===== src/rtl/sccb_cfg_sequencer_pkg.sv =====
// Shared types and constants for the OV7670 SCCB configuration sequencer.
// Table entries are {reg, data}; END_MARK ends a table, {DELAY_TAG, nn} waits nn ms.
package sccb_cfg_sequencer_pkg;

    typedef enum logic [2:0] {
        S_IDLE,
        S_FETCH,
        S_DECODE,
        S_ISSUE,
        S_WAIT_WR,
        S_DELAY,
        S_DONE,
        S_ERROR
    } state_e;

    localparam logic [15:0] END_MARK   = 16'hFFFF;
    localparam logic [7:0]  DELAY_TAG  = 8'hF0;

    localparam logic [7:0]  REG_CLKRC  = 8'h11;
    localparam logic [7:0]  REG_COM7   = 8'h12;
    localparam logic [7:0]  REG_TSLB   = 8'h3A;
    localparam logic [7:0]  REG_COM15  = 8'h40;
    localparam logic [7:0]  REG_RGB444 = 8'h8C;

    localparam logic [7:0]  COM7_RESET = 8'h80;

    function automatic logic [15:0] cfg_entry(input logic [7:0] reg_a, input logic [7:0] data);
        return {reg_a, data};
    endfunction

endpackage


===== src/rtl/sccb_cfg_sequencer_if.sv =====
// Write-request bus between the configuration sequencer and the SCCB bit engine.
interface sccb_cfg_sequencer_if;
    logic       wr_valid;
    logic       wr_ready;
    logic [7:0] wr_reg;
    logic [7:0] wr_data;
    logic       wr_done;
    logic       wr_nack;

    modport master (
        output wr_valid, wr_reg, wr_data,
        input  wr_ready, wr_done, wr_nack
    );

    modport slave (
        input  wr_valid, wr_reg, wr_data,
        output wr_ready, wr_done, wr_nack
    );
endinterface


===== src/rtl/sccb_cfg_sequencer.sv =====
// Walks the register table and issues one SCCB write per entry, with ms delays,
// NACK retries and done/error reporting.
//   state     | meaning
//   S_IDLE    | waiting for start
//   S_FETCH   | rom_addr presented, ROM read in flight
//   S_DECODE  | rom_data valid: end mark, delay or write
//   S_ISSUE   | wr_valid held until wr_ready
//   S_WAIT_WR | waiting for wr_done / wr_nack
//   S_DELAY   | down-counting the ms delay
//   S_DONE    | table completed, done held
//   S_ERROR   | retries exhausted, err held
module sccb_cfg_sequencer
    import sccb_cfg_sequencer_pkg::*;
#(
    parameter int unsigned CLK_HZ    = 50000000,
    parameter int unsigned ROM_AW    = 6,
    parameter int unsigned MAX_RETRY = 3
) (
    input  logic                  clk,
    input  logic                  rst_n,
    input  logic                  start_i,
    output logic [ROM_AW-1:0]     rom_addr_o,
    input  logic [15:0]           rom_data_i,
    sccb_cfg_sequencer_if.master  wr,
    output logic                  busy_o,
    output logic                  done_o,
    output logic                  err_o,
    output logic [ROM_AW-1:0]     err_idx_o
);

    localparam logic [31:0]       MS_CYC    = 32'(CLK_HZ / 1000);
    localparam logic [ROM_AW-1:0] LAST_IDX  = '1;
    localparam logic [7:0]        RETRY_MAX = 8'(MAX_RETRY);

    if (64'(MS_CYC) * 64'd255 > 64'h0000_0000_FFFF_FFFF) begin : g_dly_chk
        $error("255 ms at CLK_HZ does not fit the 32-bit delay counter");
    end
    if (MAX_RETRY > 255) begin : g_retry_chk
        $error("MAX_RETRY must fit in 8 bits");
    end

    state_e            state_q, state_d;
    logic [ROM_AW-1:0] idx_q, idx_d;
    logic [ROM_AW-1:0] err_idx_q, err_idx_d;
    logic [7:0]        retry_q, retry_d;
    logic [7:0]        reg_q, reg_d;
    logic [7:0]        data_q, data_d;
    logic [31:0]       dly_q, dly_d;
    logic [31:0]       dly_total;
    logic              valid_q;
    logic              adv;

    assign dly_total = 32'(rom_data_i[7:0]) * MS_CYC;

    always_comb begin
        state_d   = state_q;
        idx_d     = idx_q;
        err_idx_d = err_idx_q;
        retry_d   = retry_q;
        reg_d     = reg_q;
        data_d    = data_q;
        dly_d     = dly_q;
        adv       = 1'b0;

        case (state_q)
            S_IDLE, S_DONE, S_ERROR: begin
                if (start_i) begin
                    idx_d   = '0;
                    state_d = S_FETCH;
                end
            end
            S_FETCH: state_d = S_DECODE;
            S_DECODE: begin
                if (rom_data_i == END_MARK) begin
                    state_d = S_DONE;
                end else if (rom_data_i[15:8] == DELAY_TAG) begin
                    if (dly_total == 32'd0) begin
                        adv = 1'b1;
                    end else begin
                        dly_d   = dly_total - 32'd1;
                        state_d = S_DELAY;
                    end
                end else begin
                    reg_d   = rom_data_i[15:8];
                    data_d  = rom_data_i[7:0];
                    retry_d = 8'd0;
                    state_d = S_ISSUE;
                end
            end
            S_ISSUE: begin
                if (valid_q && wr.wr_ready) state_d = S_WAIT_WR;
            end
            S_WAIT_WR: begin
                if (wr.wr_done) begin
                    if (!wr.wr_nack) begin
                        adv = 1'b1;
                    end else if (retry_q < RETRY_MAX) begin
                        retry_d = retry_q + 8'd1;
                        state_d = S_ISSUE;
                    end else begin
                        err_idx_d = idx_q;
                        state_d   = S_ERROR;
                    end
                end
            end
            S_DELAY: begin
                if (dly_q == 32'd0) adv = 1'b1;
                else                dly_d = dly_q - 32'd1;
            end
            default: state_d = S_IDLE;
        endcase

        // A table without END_MARK stops after its last slot instead of wrapping.
        if (adv) begin
            if (idx_q == LAST_IDX) begin
                state_d = S_DONE;
            end else begin
                idx_d   = idx_q + ROM_AW'(1);
                state_d = S_FETCH;
            end
        end
    end

    always_ff @(posedge clk or negedge rst_n) begin
        if (!rst_n) begin
            state_q   <= S_IDLE;
            idx_q     <= '0;
            err_idx_q <= '0;
            retry_q   <= 8'd0;
            reg_q     <= 8'd0;
            data_q    <= 8'd0;
            dly_q     <= 32'd0;
            valid_q   <= 1'b0;
        end else begin
            state_q   <= state_d;
            idx_q     <= idx_d;
            err_idx_q <= err_idx_d;
            retry_q   <= retry_d;
            reg_q     <= reg_d;
            data_q    <= data_d;
            dly_q     <= dly_d;
            valid_q   <= (state_d == S_ISSUE);
        end
    end

    assign wr.wr_valid = valid_q;
    assign wr.wr_reg   = reg_q;
    assign wr.wr_data  = data_q;
    assign rom_addr_o  = idx_q;
    assign busy_o      = !(state_q inside {S_IDLE, S_DONE, S_ERROR});
    assign done_o      = (state_q == S_DONE);
    assign err_o       = (state_q == S_ERROR);
    assign err_idx_o   = err_idx_q;

endmodule


===== src/flat_wrapper.sv =====
// flat-port wrapper written by rule: the top's interface ports become plain ports
module sccb_cfg_sequencer_flat import sccb_cfg_sequencer_pkg::*;
#(
    parameter int unsigned CLK_HZ    = 50000000,
    parameter int unsigned ROM_AW    = 6,
    parameter int unsigned MAX_RETRY = 3
)
  (clk, rst_n, start_i, rom_addr_o, rom_data_i, busy_o, done_o, err_o, err_idx_o, wr_wr_valid, wr_wr_reg, wr_wr_data, wr_wr_ready, wr_wr_done, wr_wr_nack);
  sccb_cfg_sequencer_if wr_i ();
  input  logic clk;
  input  logic rst_n;
  input  logic start_i;
  output logic [ROM_AW-1:0] rom_addr_o;
  input  logic [15:0] rom_data_i;
  output logic busy_o;
  output logic done_o;
  output logic err_o;
  output logic [ROM_AW-1:0] err_idx_o;
  output wire logic [$bits(wr_i.wr_valid)-1:0] wr_wr_valid;
  output wire logic [$bits(wr_i.wr_reg)-1:0] wr_wr_reg;
  output wire logic [$bits(wr_i.wr_data)-1:0] wr_wr_data;
  input wire logic [$bits(wr_i.wr_ready)-1:0] wr_wr_ready;
  input wire logic [$bits(wr_i.wr_done)-1:0] wr_wr_done;
  input wire logic [$bits(wr_i.wr_nack)-1:0] wr_wr_nack;
  assign wr_wr_valid = wr_i.wr_valid;
  assign wr_wr_reg = wr_i.wr_reg;
  assign wr_wr_data = wr_i.wr_data;
  assign wr_i.wr_ready = wr_wr_ready;
  assign wr_i.wr_done = wr_wr_done;
  assign wr_i.wr_nack = wr_wr_nack;
  sccb_cfg_sequencer #(.CLK_HZ(CLK_HZ), .ROM_AW(ROM_AW), .MAX_RETRY(MAX_RETRY)) u_core (.clk(clk), .rst_n(rst_n), .start_i(start_i), .rom_addr_o(rom_addr_o), .rom_data_i(rom_data_i), .wr(wr_i), .busy_o(busy_o), .done_o(done_o), .err_o(err_o), .err_idx_o(err_idx_o));
endmodule

===== config.mk =====
export PLATFORM = sky130hd
export DESIGN_NAME = sccb_cfg_sequencer_flat
export DESIGN_NICKNAME = d
export VERILOG_FILES = /design/src/rtl/sccb_cfg_sequencer_pkg.sv /design/src/rtl/sccb_cfg_sequencer_if.sv /design/src/rtl/sccb_cfg_sequencer.sv /design/src/flat_wrapper.sv
export SDC_FILE = /design/constraint.sdc
export NUM_CORES = 1
export LEC_CHECK = 0
export ABC_AREA = 1
export BUFFER_PORTS_ARGS = -buffer_cell sky130_fd_sc_hd__buf_2
export CORE_MARGIN = 2
export CORE_UTILIZATION = 25
export DETAILED_ROUTE_END_ITERATION = 8
export MAX_ROUTING_LAYER = met4
export PLACE_DENSITY = 0.44
export SYNTH_ARGS = -nofsm -noshare
export SYNTH_HDL_FRONTEND = slang
export SYNTH_SLANG_ARGS = --single-unit
export TNS_END_PERCENT = 10

===== constraint.sdc =====
create_clock -name clk -period 2.16 [get_ports clk]
set_input_delay 0.216 -clock clk [delete_from_list [all_inputs] [get_ports clk]]
set_output_delay 0.216 -clock clk [all_outputs]
set_load 0.005 [all_outputs]

Word level (Yosys, flattened, before mapping) --
Cells that the tools add are included.
Operators by class: bitwise operators 3, $add $sub $neg 4, $mul 1, mux-type cells 33, order comparisons 1, equal/unequal tests 19, reductions and logical operators 13
Operators with widths (count):
- $mux 32 | 4
- $logic_not 32->1 | 2
- $pmux 32 s2 | 1
- $mux 8 | 5
- $sub 32x1->32 const B | 1
- $mux 3 | 10
- $sub 24x1->25 const B | 1
- $mux 6 | 4
- $mul 8x12->20 const B | 1
- $eq 16x16->1 const B | 1
- $pmux 8 s2 | 1
- $pmux 3 s5 | 1
- $eq 3x3->1 const B | 4
- $ne 2x2->1 const B | 6
- $eq 3x2->1 const B | 3
- $add 8x1->8 const B | 1
- $eq 8x8->1 const B | 1
- $lt 8x2->1 const B | 1
- $add 6x1->6 const B | 1
- $eq 6x6->1 const B | 1
- $mux 1 | 6
- $reduce_and 6->1 | 1
- $reduce_and 5->1 | 1
- $ne 2x1->1 const B | 2
- other kinds (11) | 14
Storage, ports and cells: bits in registers 72, output and inout bits 32, word-level logic and storage cells 82, bits of input ports 22

Longest topological paths before layout --
depth in word-level cells 8, mapped depth 27

Least setup slack after synthesis --
No wires, ideal clock.
path type input to register, from in rom_data_i[2], to reg u_core.dly_q[28], stages on the path 25, slack -1.672 ns, library setup time 0.117 ns, arrival 3.715 ns, cell sequence ha_1 -> ha_1 -> fa_1 -> inv_1 -> fa_1 -> inv_1 -> ha_1 -> buf_2 -> nand3_1 -> nand3_1 -> nand2_1 -> nand2_1 -> nand2_1 -> nand2_2 -> nor2_4 -> nand2_2 -> inv_2 -> nand3_2 -> nor2_2 -> nand2_2 -> nand3_4 -> inv_2 -> buf_2 -> nand2_1 -> nand2_1
Between the ends: word-level cells in the longest chain between the ends 6
RTL lines:
- start: declaration | line flat_wrapper.sv:14 | input logic [15:0] rom_data_i;
- $mul 8x12->20 | line sccb_cfg_sequencer.sv:53 | assign dly_total = 32'(rom_data_i[7:0]) * MS_CYC;
- $sub 24x1->25 | line sccb_cfg_sequencer.sv:80 | dly_d = dly_total - 32'd1;
- $mux 32 | line sccb_cfg_sequencer.sv:77 | if (dly_total == 32'd0) begin
- $mux 32 | line sccb_cfg_sequencer.sv:76 | end else if (rom_data_i[15:8] == DELAY_TAG) begin
- $mux 32 | line sccb_cfg_sequencer.sv:74 | if (rom_data_i == END_MARK) begin
- $pmux 32 s2 | line sccb_cfg_sequencer.sv:65 | case (state_q)
- end signal: assignment | line sccb_cfg_sequencer.sv:141 | dly_q <= dly_d;
- end: declaration | line sccb_cfg_sequencer.sv:48 | logic [31:0] dly_q, dly_d;
Parallel ways exist; a longest one is shown, timed or not. The select of a mux whose other input is x is not followed. A chain may end at the register's enable or synchronous reset.

Worst setup path in the final report --
from in rom_data_i[2], to reg u_core.dly_q[5]
Between the ends: word-level cells in the longest chain between the ends 4
RTL lines (line):
- $mul 8x12->20 | sccb_cfg_sequencer.sv:53
- $logic_not 32->1 | sccb_cfg_sequencer.sv:77
- $ne 2x2->1 (no line)
- $reduce_and 5->1 (no line) *
Every way passes the cells marked *; elsewhere a longest branch is shown, timed or not.

==> metrics.cfg <==
[timing]
setup_violations=42
rsz0062_at_grt=true
timing.final.crit_period_ns=3.52
fin_worst_skew_ns=0.00880
period_share_pct=163
whs_ns=0.138
worst_slew_pin_slew_ns=0.594
hold_violations=0
slew_violations=0
timing.fmax_mhz=284
timing.final.ws_setup_ns=-1.36
slew_headroom_pct=60.1

[floorplan]
dieArea_mm2=0.0270
io-pin-count=54
placementRows=58
coreArea_mm2=0.0252
die_x_um=164
start_util_pct=25.5
die_h_um=164

[place]
place_area_mm2=0.00821
place.gp.congestion=0.794
port_buffers=53
dp_hpwl_mm=14.7
place_inst=1451

[cells_and_area]
top_register=u_core.dly_q
area_growth_pct=48.4
drive_gt1_share_pct=34.4
stdcell_area_mm2=0.00954
final_cell_count_no_fill=1494
antenna_cells=0
largest_reg_flops=32
nets=1252

[synth]
syn_nets=1040
synthCells=947
yosys-top-cells-count=nand2_1 (293), inv_1 (133), nor2_1 (106)
synth_top_area_share_pct=28.0
synth_most_common_cell=nand2_1
synth_ff_type=dfrtp_1
ys_warn_count=0
synth_seq_area_share_pct=28.0
yosysTopAreaCell=dfrtp_1
syn_area_per_cell_um2=6.79
syn_area_mm2=0.00643
synth-edff-count=0
synthTopCellsByArea=dfrtp_1 (28%), nand2_1 (17%), ha_1 (11%), inv_1 (7.8%), nor2_1 (6.2%)
ys_ff_latch=72
async_flop_share_pct=100
synth_cell_types=37

[pwr]
p_leak_uw=0.00492
p_per_area_mw_per_mm2=1110
internal_power_uw=5970
comb_power_share_pct=65.7
seqPwrFrac_pct=20.1
p_sw_share_pct=43.6
clockPowerShare_pct=14.3
p_switching_uw=4620
peakVddDrop_uv=444

[worst_setup_path]
required_ns=2.38
setup.worst_path.class=in2reg
crit_path_max_fanout=7
setup.worst_path.end_class=register
rr_endpoint=u_core.dly_q[20]
cp.arrival_ns=3.74
r2r_cells=15
r2r_setup_slack_ns=-0.06
worstSetupStartpointType=primary input
reg2reg_from=u_core.dly_q[0]

[worst_hold_path]
min_path_type=in2reg
hold_end=u_core.wr.wr_reg[1]
hold_start=rom_data_i[9]
hold_depth=3

[clocking]
clock-root-buffer=clkbuf_16
htreeDepth=3
clockBufferDepth=2
cts.sinks=72
clk_pin_slew_ns=0.06
cts_tree=yes
insertion_delay_ns=0.34
cts_buffers=9

[global_route]
antenna_found_initial=0
gr-usage-all-layers_pct=15.2
grt_pass1_vias=6599
grt_pass1_wl_mm=31.8
gr-total-overflow=0
grt_max_degree=42

[route]
route.vias.total=6568
drtIter0Drc=415
dr.pass1.iters=5
route.detailed.drc=0
routed_wl_mm=19.1
ant_nets=0
routedWlPerCell_um=12.8
viasPerCell=4.40

[outcome]
violations=negative setup slack
status=finished, violations left

[run]
cap_violations=0

-- cell families after synthesis --
family	after synthesis	share of synthesized area, %
buffers and inverters	158	9.67
and+or+nand+nor	520	34.3
adders and majority gates	71	15.2
xor gates and xnor gates	27	3.68
muxes	8	1.36
DFF	72	28.0
AOI/OAI and AO/OA	91	7.73
-- worst max-delay path by stage --
stage                  start          endpoint  slack (ns)  depth (start not counted)
2_1_floorplan  rom_data_i[4]  u_core.dly_q[23]       -1.43                         25
3_3_place_gp   rom_data_i[2]  u_core.dly_q[29]       -1.95                         22
5_1_grt        rom_data_i[2]   u_core.dly_q[9]       -1.51                         24
4_1_cts        rom_data_i[4]   u_core.dly_q[9]       -1.36                         25
3_5_place_dp   rom_data_i[2]  u_core.dly_q[29]       -1.96                         22
6_report       rom_data_i[2]   u_core.dly_q[5]       -1.36                         23
-- per-layer routing --
layer  track usage (%)  part of all wire, %  vias up
li1                  -                    -     3434
met1              20.1                   51     3038
met2              25.0                   46       88
met3              1.92                  2.8        8
met4              2.71                 0.59        0
met5                 -                    0        -
-- timing repair --
item                       in CTS  in global routing
setup buffers                  15                  6
setup endpoints to repair      42                 42
pin swaps                      61                 46
hold buffers                    1                  0
gates resized for setup       130                 67
gates cloned                    4                  1
hold endpoints to repair       40                  0
-- power groups by stage --
stage               clock (uW)  combinational, uW  sequential (uW)
floorplan                    0               3310             2120
detailed placement           0               5440             2130
global route              1630               7750             2180
global placement             0               5420             2140
finish                    1510               6960             2130
CTS                       1570               6610             2120
-- critical path: stages --
cell and delay, ns:
buf_8 0.11, ha_4 0.27, ha_4 0.19, fa_1 0.52
inv_2 0.04, fa_1 0.51, inv_2 0.05, ha_4 0.33
nand2_2 0.06, nor2_2 0.11, nand2_2 0.08, nand3_4 0.11
nand2_2 0.09, nand3_1 0.11, nand2_2 0.08, nor2_4 0.12
nand2_2 0.06, nor2_4 0.11, nand2_2 0.07, nand3_4 0.10
buf_12 0.17, clkbuf_16 0.16, o21ai_0 0.07
-- area by class of cell --
| cell class | instances | area, um^2 |
|---|---|---|
| sequential | 72 | 1800 |
| timing repair buffer | 215 | 1710 |
| tap | 330 | 413 |
| timing repair inverter | 1 | 8.76 |
| fill | 2612 | 15600 |
| clock inverter | 5 | 57.6 |
| inverter | 143 | 561 |
| multi-input combinational | 717 | 4750 |
| clock buffer | 11 | 233 |
-- metrics by stage --
stage	utilization, %	power (uW)	TNS [ns]	setup WS, ns
6_report	37.9	10600	-54.03	-1.36
5_1_grt	37.9	11600	-61.17	-1.51
4_1_cts	36.7	10300	-54.37	-1.36
3_5_place_dp	32.6	7570	-80.48	-1.96
3_3_place_gp	32.6	7550	-78.45	-1.95
2_1_floorplan	-	5430	-58.48	-1.43
-- layout by cell type (no fill, tap or decap), types with 20 or more instances in the layout --
cell type / Yosys / layout
nand3_1: 53 / 38
inv_2: 10 / 21
a21oi_1: 23 / 20
nor2_1: 106 / 92
nand2_2: 11 / 45
ha_1: 59 / 40
buf_2: 5 / 46
inv_1: 133 / 119
buf_4: 0 / 148
dfrtp_1: 72 / 72
nand2_1: 293 / 240
o21ai_0: 54 / 37
Power figures use the tool's default switching activity.
